$ cat config.mk
export PLATFORM = sky130hd
export DESIGN_NAME = image_rom_reader
export DESIGN_NICKNAME = d
export VERILOG_FILES = /design/src/rtl/image_rom_reader.sv
export SDC_FILE = /design/constraint.sdc
export NUM_CORES = 1
export LEC_CHECK = 0
export ABC_AREA = 1
export CORE_ASPECT_RATIO = 1.75
export CORE_MARGIN = 2
export CORE_UTILIZATION = 44
export DETAILED_ROUTE_END_ITERATION = 8
export PLACE_DENSITY = 0.73
export REMOVE_ABC_BUFFERS = 1
export SETUP_SLACK_MARGIN = 0.3
export SLEW_MARGIN = 40
export SYNTH_ARGS = -nofsm -noshare
export SYNTH_HDL_FRONTEND = slang
export SYNTH_SLANG_ARGS = --single-unit
$ cat constraint.sdc
create_clock -name clk -period 2.21 [get_ports clk]
set_input_delay 0.221 -clock clk [delete_from_list [all_inputs] [get_ports clk]]
set_output_delay 0.221 -clock clk [all_outputs]
set_load 0.02 [all_outputs]
$ cat src/rtl/image_rom_reader.sv
// Raster-scan ROM read sequencer: row-major pixels as a tagged valid/ready stream. Latency start->m_valid 3 cycles.
// Backpressure: m_ready low stalls issue once 2 reads are buffered/in flight; m_* hold until the pop.
module image_rom_reader #(
    parameter int WIDTH  = 960,
    parameter int HEIGHT = 720,
    parameter int ADDR_W = 20,
    parameter int DATA_W = 8
) (
    input  logic              clk,
    input  logic              rst_n,
    input  logic              start,
    output logic              busy,
    output logic              done,
    output logic [ADDR_W-1:0] rom_addr,
    input  logic [DATA_W-1:0] rom_dout,
    output logic              m_valid,
    input  logic              m_ready,
    output logic [DATA_W-1:0] m_data,
    output logic [10:0]       m_x,
    output logic [9:0]        m_y,
    output logic              m_sof,
    output logic              m_eol,
    output logic              m_eof
);

    localparam logic [ADDR_W-1:0] ADDR_LAST = ADDR_W'(WIDTH * HEIGHT - 1);
    localparam logic [10:0]       X_LAST    = 11'(WIDTH - 1);
    localparam logic [9:0]        Y_LAST    = 10'(HEIGHT - 1);

    typedef struct packed {
        logic [DATA_W-1:0] data;
        logic [10:0]       x;
        logic [9:0]        y;
        logic              sof;
        logic              eol;
        logic              eof;
    } pix_t;

    typedef enum logic {IDLE, RUN} state_t;

    state_t      state, state_nxt;
    logic        rd_en, inflight, rd_all, push, pop;
    logic [10:0] rx;
    logic [9:0]  ry;
    pix_t        fifo_mem [2];
    pix_t        head, wr_pix;
    logic        wr_ptr, rd_ptr;
    logic [1:0]  count;

    assign head    = fifo_mem[rd_ptr];
    assign m_valid = (count != 2'd0);
    assign pop     = m_valid & m_ready;
    assign push    = inflight;
    assign busy    = (state == RUN);

    assign m_data  = head.data;
    assign m_x     = head.x;
    assign m_y     = head.y;
    assign m_sof   = head.sof;
    assign m_eol   = head.eol;
    assign m_eof   = head.eof;

    always_comb begin
        state_nxt = state;
        case (state)
            IDLE:    if (start) state_nxt = RUN;
            RUN:     if (pop && head.eof) state_nxt = IDLE;
            default: state_nxt = IDLE;
        endcase
    end

    // A pop in the same cycle frees a slot, so issue never stalls at full rate.
    always_comb begin
        rd_en = (state == RUN) && !rd_all &&
                (((count + {1'b0, inflight}) < 2'd2) || pop);
    end

    always_comb begin
        wr_pix      = '0;
        wr_pix.data = rom_dout;
        wr_pix.x    = rx;
        wr_pix.y    = ry;
        wr_pix.sof  = (rx == '0) && (ry == '0);
        wr_pix.eol  = (rx == X_LAST);
        wr_pix.eof  = (rx == X_LAST) && (ry == Y_LAST);
    end

    always_ff @(posedge clk) begin
        if (!rst_n) begin
            state       <= IDLE;
            done        <= 1'b0;
            inflight    <= 1'b0;
            rd_all      <= 1'b0;
            rom_addr    <= '0;
            rx          <= '0;
            ry          <= '0;
            wr_ptr      <= 1'b0;
            rd_ptr      <= 1'b0;
            count       <= 2'd0;
            fifo_mem[0] <= '0;
            fifo_mem[1] <= '0;
        end else begin
            state    <= state_nxt;
            done     <= (state == RUN) && (state_nxt == IDLE);
            inflight <= rd_en;

            if (state == IDLE && start) begin
                rom_addr <= '0;
                rx       <= '0;
                ry       <= '0;
                rd_all   <= 1'b0;
            end else begin
                if (rd_en) begin
                    rom_addr <= rom_addr + 1'b1;
                    if (rom_addr == ADDR_LAST) rd_all <= 1'b1;
                end
                if (push) begin
                    if (rx == X_LAST) begin
                        rx <= '0;
                        ry <= ry + 1'b1;
                    end else begin
                        rx <= rx + 1'b1;
                    end
                end
            end

            if (push) begin
                fifo_mem[wr_ptr] <= wr_pix;
                wr_ptr           <= ~wr_ptr;
            end
            if (pop) rd_ptr <= ~rd_ptr;

            case ({push, pop})
                2'b10:   count <= count + 1'b1;
                2'b01:   count <= count - 1'b1;
                default: count <= count;
            endcase
        end
    end

endmodule
==> results.json <==
{
  "numCtsBuffers": 17,
  "core_area_sq_um": 11900,
  "worst_slack_ps": 347,
  "yosysWarnings": 0,
  "fin_skew_ps": 11.2,
  "portBuffers": 66,
  "grt_pass1_vias": 4153,
  "diodes": 0,
  "drive_above_1_share": 0.142,
  "critPathRequiredTime_ps": 1990,
  "grt_overflow": 0,
  "fmax_mhz": 537,
  "cpMaxStageDelayCell": "dfxtp_4",
  "clockRootBuffer": "clkbuf_16",
  "power_density_nw_per_um2": 881,
  "rr_startpoint": "rx[1]",
  "nets": 688,
  "final_common_cell": "nor2_1",
  "cts_num_sinks": 114,
  "dpl.hpwl_mm": 7.88,
  "drv_slew": 0,
  "placed_area_sq_um": 6150,
  "cts_buffer_depth": 2,
  "period_share": 0.843,
  "first_pass_iters": 5,
  "holdBufCountCts": 0,
  "hold_violations": 0,
  "netlist_area_sq_um": 5310,
  "arrival_ps": 1640,
  "fin_setup_tns_ps": 0,
  "maxCapViolCount": 0,
  "rrSetupSlack_ps": 490,
  "drc_errors": 0,
  "ir_worst_vdd_mv": 0.622,
  "grt_usage": 0.191,
  "cts_tree": "built",
  "drt-total-wl_mm": 11.7,
  "syn_avg_cell_area_sq_um": 9.00,
  "period_needed_ps": 1860,
  "cp_slowest_stage_delay_ps": 400,
  "finalSetupViolCount": 0,
  "cts.clk_slew.worst_paths_ps": 50,
  "io_pins": 67,
  "ys_types": 30,
  "endpoint_kind": "primary output",
  "cp_max_fo": 16,
  "path_class": "flip-flop to primary output",
  "path_cells": "buf_12, mux2_2, dlygate4sd2_1",
  "stdcell_area_sq_um": 6810,
  "grt_setup_unrepaired": "false",
  "dr_total_vias": 4120,
  "vias_per_cell": 5.02,
  "gp_congestion": 0.864,
  "p_leak_nw": 2.59,
  "clk_latency_ps": 410,
  "die_area_sq_um": 13000,
  "start_util": 0.447,
  "whs_ps": 441,
  "area_growth_pct": 28.2,
  "mostFrequentLayoutCells": "nor2_1 (121), nand2_1 (110), edfxtp_1 (64), inv_1 (61), dfxtp_1 (49)",
  "syn-instance-count": 590,
  "hp-start": "rd_ptr",
  "grt_pass1_wl_mm": 19.3,
  "rows": 53,
  "ant_nets": 0,
  "synth-seq-cells": 114,
  "final_util": 0.573,
  "grt_start_max_net_pins": 34,
  "yosysSeqAreaShare": 0.550,
  "tightest_slew_ps": 497,
  "pre_cts_ws_ps": 396,
  "die_h_um": 149,
  "clock_tree.htree_level_count": 4,
  "status": "finished, final reports clean",
  "cp-start-kind": "flip-flop",
  "routedWlPerCell_um": 14.3,
  "dieWidth_um": 87.1,
  "worst_path_dominant_cell_family": "buffers and inverters",
  "min_path_type": "flip-flop to flip-flop",
  "antenna_found_initial": 0,
  "relSlewSlack": 0.668,
  "worstPathBufferInverterCount": 2,
  "drtIter0Drc": 235
}
==> through the flow <==
stage	total power, mW	instances
after global routing	6.19	820
after floorplan	2.83	573
after CTS	6.04	818
after global placement	3.14	785
final	6.00	820
after detailed placement	3.16	785
==> final cells by class <==
cell class,count,area (sq um)
clock inverters,14,204
multi-input cells,396,2060
fillers,1008,5060
clock buffers,18,439
well taps,137,171
flip-flops and latches,114,2930
repair buffers,78,772
inverters,63,236
==> state kept, by name, summed over array words and instances (netlist names), named ones only <==
signal / count
wr_ptr: 1
rom_addr: 20
rd_all: 1
fifo_mem: 64
done: 1
rd_ptr: 1
rx: 11
inflight: 1
busy: 1
count: 2
ry: 10
==> metal layers <==
layer  wire, um  part of all wire  global-route usage
met4        131             0.011              0.0586
met2       6500              0.55               0.352
met3        419             0.036              0.0487
met5          0                 0                   0
met1       4680              0.40               0.210
==> synth_stat cells, drive strengths merged <==
library cell,count,area [sq um]
a21boi,1,18.8
a21oi,31,166
and3,1,6.26
buf,13,82.6
clkbuf,4,15.0
clkinv,1,3.75
dfxtp,50,1000
edfxtp,64,1920
ha,6,75.1
inv,62,233
mux2,32,360
nand2,115,444
nand3,35,185
nand4,8,50.1
nor2,127,502
nor3,17,85.1
nor3b,1,7.51
nor4,2,12.5
o21ai,9,45.0
xnor2,2,17.5
xor2,9,78.8
==> report_power, final <==
| part | leakage (nW) | internal, mW | switching (mW) |
|---|---|---|---|
| combinational | 1.20 | 0.313 | 0.405 |
| sequential | 1.07 | 2.32 | 0.0465 |
| clock | 0.315 | 1.93 | 0.984 |
==> worst register-to-register path, stage by stage, from the launching register on <==
cell,delay [ps]
dfxtp_1,390
ha_2,260
nand3_1,110
nor2_1,140
nand2_1,150
nor2_4,250
buf_4,160
nand2_1,40
nand2_1,60
nand2_1,40
nor2_1,70
==> kinds of logic (layout without fill, tap and decap cells) <==
kind of cell               count (synthesis)  in the layout  share of synthesized area
adders and majority gates                  6              6                     0.0141
and+or+nand+nor                          306            306                      0.243
buffers and inverters                     80            173                     0.0629
AOI/OAI and AO/OA                         41             41                     0.0433
xor gates and xnor gates                  11             11                     0.0181
DFF                                      114            114                      0.550
muxes                                     32             32                     0.0678
==> path summary, 6_finish.rpt <==
path | endpoint | cells past startpoint
worst max register to register | ry[4] | 10
worst min register to register | flip-flop | 1
worst min-delay path | flip-flop | 1
worst max-delay path | m_eol | 3
==> timing repair <==
action,CTS,global route
pin swaps,0,1
gates resized for setup,37,7
gates cloned,1,0
setup buffers,0,2
endpoints found under the setup margin,32,10
No activity file was read; power rests on OpenSTA's default activity.
